`config.mk`:
```
export PLATFORM = sky130hd
export DESIGN_NAME = pipe_hazard_ctrl
export DESIGN_NICKNAME = d
export VERILOG_FILES = /design/src/rtl/pipe_hazard_ctrl.sv
export SDC_FILE = /design/constraint.sdc
export NUM_CORES = 1
export LEC_CHECK = 0
export CAP_MARGIN = 20
export CORE_ASPECT_RATIO = 0.6
export CORE_MARGIN = 5
export CORE_UTILIZATION = 44
export DETAILED_ROUTE_END_ITERATION = 10
export PLACE_DENSITY = 0.87
export SETUP_SLACK_MARGIN = 0.15
export SLEW_MARGIN = 20
export SYNTH_ARGS = -nofsm -noshare
export SYNTH_HDL_FRONTEND = slang
export SYNTH_SLANG_ARGS = --single-unit
```
`constraint.sdc`:
```
create_clock -name clk -period 2.5 [get_ports clk]
set_input_delay 0.375 -clock clk [delete_from_list [all_inputs] [get_ports clk]]
set_output_delay 0.375 -clock clk [all_outputs]
set_load 0.01 [all_outputs]
```
`src/rtl/pipe_hazard_ctrl.sv`:
```
// pipe_hazard_ctrl: stall, flush and forwarding control for the 5-stage
// pipeline, with a timed data-memory handshake and a saturating stall counter.
module pipe_hazard_ctrl #(
  parameter int MEM_TIMEOUT = 16,
  parameter int CNT_W = 16
) (
  input  logic             clk,
  input  logic             rst,
  input  logic [4:0]       rs1_d,
  input  logic [4:0]       rs2_d,
  input  logic [4:0]       rs1_e,
  input  logic [4:0]       rs2_e,
  input  logic [4:0]       rd_e,
  input  logic [4:0]       rd_m,
  input  logic [4:0]       rd_w,
  input  logic [1:0]       result_src_e,
  input  logic [1:0]       result_src_m,
  input  logic             reg_write_m,
  input  logic             reg_write_w,
  input  logic             mem_write_m,
  input  logic             pc_src_e,
  input  logic             mem_ready,
  output logic             stall_f,
  output logic             stall_d,
  output logic             stall_e,
  output logic             stall_m,
  output logic             flush_d,
  output logic             flush_e,
  output logic [1:0]       forward_a_e,
  output logic [1:0]       forward_b_e,
  output logic             mem_req,
  output logic             mem_timeout,
  output logic [CNT_W-1:0] stall_count
);

  localparam int WW =
    (MEM_TIMEOUT > 1) ? $clog2(MEM_TIMEOUT) : 1;
  localparam logic [WW-1:0] LAST = WW'(MEM_TIMEOUT - 1);

  typedef enum logic {
    RUN,
    MEM_WAIT
  } state_t;

  state_t        state;
  logic [WW-1:0] wait_cnt;
  logic          access_m;
  logic          lw_raw;
  logic          lw_stall;
  logic          at_last;
  logic          freeze;
  logic          m_hit_a, w_hit_a;
  logic          m_hit_b, w_hit_b;

  assign m_hit_a = reg_write_m && rd_m != 5'd0
                && rd_m == rs1_e;
  assign w_hit_a = reg_write_w && rd_w != 5'd0
                && rd_w == rs1_e;
  assign m_hit_b = reg_write_m && rd_m != 5'd0
                && rd_m == rs2_e;
  assign w_hit_b = reg_write_w && rd_w != 5'd0
                && rd_w == rs2_e;

  // M-stage result is younger, so it wins over W
  always_comb begin
    forward_a_e = 2'b00;
    if (m_hit_a)      forward_a_e = 2'b10;
    else if (w_hit_a) forward_a_e = 2'b01;
  end

  always_comb begin
    forward_b_e = 2'b00;
    if (m_hit_b)      forward_b_e = 2'b10;
    else if (w_hit_b) forward_b_e = 2'b01;
  end

  assign access_m = mem_write_m
                 || result_src_m == 2'b01;
  assign lw_raw   = result_src_e == 2'b01
                 && rd_e != 5'd0
                 && (rd_e == rs1_d || rd_e == rs2_d);
  assign lw_stall = lw_raw && !pc_src_e;
  assign at_last  = wait_cnt == LAST;

  always_comb begin
    freeze  = 1'b0;
    mem_req = 1'b0;
    unique case (state)
      RUN: begin
        freeze  = access_m && !mem_ready;
        mem_req = access_m;
      end
      MEM_WAIT: begin
        freeze  = !mem_ready && !at_last;
        mem_req = 1'b1;
      end
      default: begin
        freeze  = 1'b0;
        mem_req = 1'b0;
      end
    endcase
  end

  // a frozen pipeline holds any taken branch until release
  always_comb begin
    stall_f = lw_stall;
    stall_d = lw_stall;
    stall_e = 1'b0;
    stall_m = 1'b0;
    flush_d = pc_src_e;
    flush_e = lw_stall || pc_src_e;
    if (freeze) begin
      stall_f = 1'b1;
      stall_d = 1'b1;
      stall_e = 1'b1;
      stall_m = 1'b1;
      flush_d = 1'b0;
      flush_e = 1'b0;
    end
  end

  always_ff @(posedge clk or negedge rst) begin
    if (!rst) begin
      state       <= RUN;
      wait_cnt    <= '0;
      mem_timeout <= 1'b0;
      stall_count <= '0;
    end else begin
      unique case (state)
        RUN: begin
          if (access_m && !mem_ready) begin
            state    <= MEM_WAIT;
            wait_cnt <= '0;
          end
        end
        MEM_WAIT: begin
          if (mem_ready) begin
            state <= RUN;
          end else if (at_last) begin
            state       <= RUN;
            mem_timeout <= 1'b1;
          end else begin
            wait_cnt <= wait_cnt + WW'(1);
          end
        end
        default: state <= RUN;
      endcase
      if ((stall_f || stall_e)
          && stall_count != '1)
        stall_count <= stall_count + CNT_W'(1);
    end
  end

endmodule

```
# Word-level counts from Yosys, hierarchy flattened
# Index checks and enable logic that the tools add are counted.
[classes]
add_sub_neg = 2
mul = 0
div = 0
magnitude_cmp = 0
eq_ne = 13
n_shift = 0
mux = 18
n_bitwise = 2
n_reduce_logical = 24
[ops]
columns = ["op", "count"]
rows = [
  ["equality test 5 bit", 6],
  ["adder 16 x 1 -> 16 bit (second input constant)", 1],
  ["inequality test 16 bit (second input constant)", 1],
  ["nonzero test 5 bit", 3],
  ["logical AND 1 bit", 12],
  ["two-way mux 4 bit", 3],
  ["two-way mux 1 bit", 9],
  ["one-hot mux 4 bit (2 select lines)", 1],
  ["inequality test 2 bit (second input constant)", 3],
  ["one-hot mux 1 bit (2 select lines)", 3],
  ["AND reduction 3 bit", 2],
  ["adder 4 x 1 -> 4 bit (second input constant)", 1],
  ["equality test 2 x 1 -> 1 bit (second input constant)", 2],
  ["equality test 4 bit (second input constant)", 1],
  ["logical OR 1 bit", 4],
  ["two-way mux 2 bit", 2],
  ["logical NOT 1 bit", 3],
  ["NOT 1 bit", 2],
]
[word_totals]
regBits = 22
latchBits = 0
mem_bits_rw = 0
mem_bits_ro = 0
input_bits = 46
output_inout_bits = 28
elab_cells = 63
n_memories = 0

# Logic depth before layout (Yosys ltp)
[depth]
ltp_word = 7
depth_mapped = 9
mapped_depth_nobuf = 8

# Worst setup path before layout
# OpenSTA, ideal clock, no wires.
[synth_path]
kind = "input -> output"
startpoint = "in rd_m[1]"
endpoint = "out forward_a_e[0]"
arrival_ns = 1.623
required_ns = 2.125
setup_slack_ns = 0.502
stages = 4
path_buffers = 0
path_cell_list = "or4_1 > o21ai_0 > nor4_1 > nor4_1"
[synth_via]
elab_chain_len = 4
elab_cells_between_ends = 5
classes_between = "eq/ne (1); mux (1); reduce/logical (3)"
[synth_rtl]
columns = ["item", "line", "rtl"]
rows = [
  ["start, declared", "14", "input logic [4:0] rd_m,"],
  ["nonzero test 5 bit", "55", "assign m_hit_a = reg_write_m && rd_m != 5'd0"],
  ["logical AND 1 bit", "55", ""],
  ["logical AND 1 bit (*)", "56", "&& rd_m == rs1_e;"],
  ["net m_hit_a", "52", "logic m_hit_a, w_hit_a;"],
  ["two-way mux 2 bit (*)", "67", "if (m_hit_a) forward_a_e = 2'b10;"],
  ["end, declared", "29", "output logic [1:0] forward_a_e,"],
]
# The timed path passes the listed nets; every way through them passes the cells marked *.

# Final worst setup path
[layout_path]
startpoint = "in rs2_d[4]"
endpoint = "out stall_d"
[layout_via]
elab_chain_len = 5
[layout_rtl]
columns = ["item", "line", "rtl"]
rows = [
  ["start, declared", "10", "input logic [4:0] rs2_d,"],
  ["equality test 5 bit", "81", "&& (rd_e == rs1_d || rd_e == rs2_d);"],
  ["logical OR 1 bit", "81", ""],
  ["logical AND 1 bit", "81", ""],
  ["logical AND 1 bit", "82", "assign lw_stall = lw_raw && !pc_src_e;"],
  ["two-way mux 1 bit", "112", "if (freeze) begin"],
  ["end, declared", "24", "output logic stall_d,"],
]
# No other way between the ends.

==> qor.yml <==
insertion_delay_ns: 0.28
netSwitchingFraction_pct: 31.83
endpoint_kind: "output port"
dieArea_um2: 4829
rsz0062_at_grt: "true"
cts_buffer_depth: 2
regToRegStartpoint: "stall_count[0]$_DFFE_PN0P_"
cts_buffers: 3
critPathArrivalTime_ns: 1.91
hold_viol_final: 0
fmax_mhz: 437.1
synth_area_leaders: "dfrtp_1 (36%), xor2_1 (14%), xnor2_1 (12%)"
final_common_cell: "clkdlybuf4s50_1"
io_pins: 74
drt-initial-drc-count: 80
setup_viol: 0
grt_start_max_net_pins: 23
ff_latch_area_um2: 550.5
final_cell_mix: "clkdlybuf4s50_1 (44), xor2_1 (24), dfrtp_1 (22)"
overflow: 0
p_comb_share_pct: 35.7
place_area_um2: 2421
ir_worst_vdd_mv: 0.5576
crit_path_max_incr_delay_ns: 0.49
synth-seq-area-share_pct: 35.69
timing.hold.ws_ns: 0.4453
final_core_util_pct: 77.03
postSynthCellCount: 161
grt_pass1_wl_um: 8542
pwr-share-seq_pct: 38.6
min_period_over_period_pct: 91.51
hp-class: "primary input to async pin"
p_sw_mw: 0.4200
cts.clk_slew.worst_paths_ns: 0.09
root_buffer: "clkbuf_8"
crit_path_start: "rs2_d[4]"
synth_top_area_share_pct: 35.69
rows: 16
multi_input_area_um2: 1010
antennaDiodeCount: 0
drt_first_pass_iters: 4
dp_hpwl_um: 4216
p_leak_nw: 1.116
start_util_pct: 46.42
die-height_um: 55.87
clock_sinks: 22
avgSynthCellArea_um2: 9.582
powerDensity_nw_per_um2: 515.5
final_area_um2: 2560
yosysUniqueCellTypes: 33
die-width_um: 86.45
criticalPathCategory: "primary input to output port"
postRouteAntennaNets: 0
track_usage_pct: 22.55
drv_cap: 0
post-route-drc-count: 0
place.gp.congestion: 0.9264
synth_top_cell_by_area: "dfrtp_1"
num-fill-cells: 228
clkPwrFrac_pct: 25.8
slew_violations: 0
slowest_stage: "clkdlybuf4s50_1"
num_vias: 1574
syn_nets: 209
io_buffer_count: 73
synth_seq_cells: 22
crit_fanout: 3
yosysWarnings: 0
core_um2: 3323
instances_no_fill: 297
critPathLaunchType: "primary input"
via_per_inst: 5.300
p_int_mw: 0.8996
crit_required_ns: 2.12
slew_headroom_pct: 68.49
syn_to_final_growth_pct: 65.94
status: "finished clean"
dpl.cell_count: 290
routedWlPerCell_um: 18.55
antenna_found_initial: 0
drive_above_1_share_pct: 21.83
worst_pin_slew_ns: 0.4709
nets: 301
finalCriticalPeriod_ns: 2.288
cts_tree: "done"
cts-htree-levels: 1
fin_skew_ns: 0.01402
crit_chain: "clkdlybuf4s50_1 > xor2_1 > nor3_2 > a22oi_2 > o21ai_2 > buf_4 > dlygate4sd2_1"
wirelength_um: 5508
grt_pass1_vias: 1578
syn-cell-area_um2: 1543
## cells by family after synthesis
logic type,Yosys count,synth area share [%]
AND/OR/NAND/NOR,63,25.06
AO/OA/AOI/OAI,18,7.138
flip-flops,22,35.69
multiplexers,1,0.7299
buffers and inverters,9,3.649
XOR/XNOR,46,26.12
adder cells (fa/ha/maj),2,1.622
## power by group through the flow
stage	Sequential, mW	Clock, mW	Combinational [mW]
2_1_floorplan	0.519	0	0.163
3_3_place_gp	0.508	0	0.448
3_5_place_dp	0.510	0	0.462
4_1_cts	0.507	0.345	0.465
5_1_grt	0.519	0.361	0.505
6_report	0.509	0.340	0.470
## metrics by stage
| stage | setup WS (ns) | TNS, ns | total power, mW |
|---|---|---|---|
| floorplan | 0.5020 | 0 | 0.6817 |
| global placement | -0.3538 | -1.733 | 0.9562 |
| detailed placement | -0.4639 | -2.161 | 0.9716 |
| CTS | 0.1614 | 0 | 1.317 |
| global route | 0.1210 | 0 | 1.385 |
| finish | 0.2123 | 0 | 1.320 |
## cells in the mapped netlist, drive strengths merged
cell type  instances
nor3b              1
a21oi              4
a31oi              1
and4               1
or2                1
ha                 2
inv                4
or4                5
nand2             10
xor2              25
nand3              8
and2               3
and3               4
nor4b              1
o21bai             2
buf                5
a22oi              1
nor3               2
nor2              10
o21ai             10
mux2               1
nor4               4
xnor2             21
or3                1
dfrtp             22
nor2b              2
nand4             10
## worst max-delay path, delay by kind of cell
family,cells,cell delay (ns)
buffers and inverters,3,0.91
and+or+nand+nor,1,0.06
AOI/OAI and AO/OA,2,0.35
xor gates and xnor gates,1,0.22
## area by class of cell
type	instances	share of cell area, %
timing repair buffer	92	33.48
inverter	4	0.5865
multi-input combinational	130	39.44
clock buffer	3	1.613
tap	45	2.199
sequential	22	21.51
clock inverter	1	1.173
## state kept, by name, summed over array words and instances (netlist names)
register / flops
mem_timeout: 1
wait_cnt: 4
state: 1
stall_count: 16
## final timing paths
kind	endpoint	cells after the start	slack (ns)
worst max-delay path	stall_d	7	0.21
worst min-delay path	stall_count[11]$_DFFE_PN0P_	2	0.45
max in group asynchronous	stall_count[5]$_DFFE_PN0P_	2	1.81
worst max register to register	stall_count[1]$_DFFE_PN0P_	7	0.45
worst min register to register	stall_count[10]$_DFFE_PN0P_	1	0.50
min in group clk	stall_count[10]$_DFFE_PN0P_	1	0.50
## metal layers
metal | track usage, % | wire length, µm | up-vias | share of wire, %
met5 | 0 | 0 | - | 0
met1 | 31.89 | 2523 | 774 | 46
met4 | 2.889 | 48 | 0 | 0.87
met3 | 5.178 | 326 | 7 | 5.9
li1 | - | - | 742 | -
met2 | 35.84 | 2609 | 51 | 47
## repair_timing
action / CTS / global route
setup endpoints to repair: 10 / 7
setup buffers: 3 / 0
pin swaps: 10 / 8
resized for setup: 48 / 15
hold buffers: 0 / 0
Note: power is estimated with default switching activity, not from simulation.
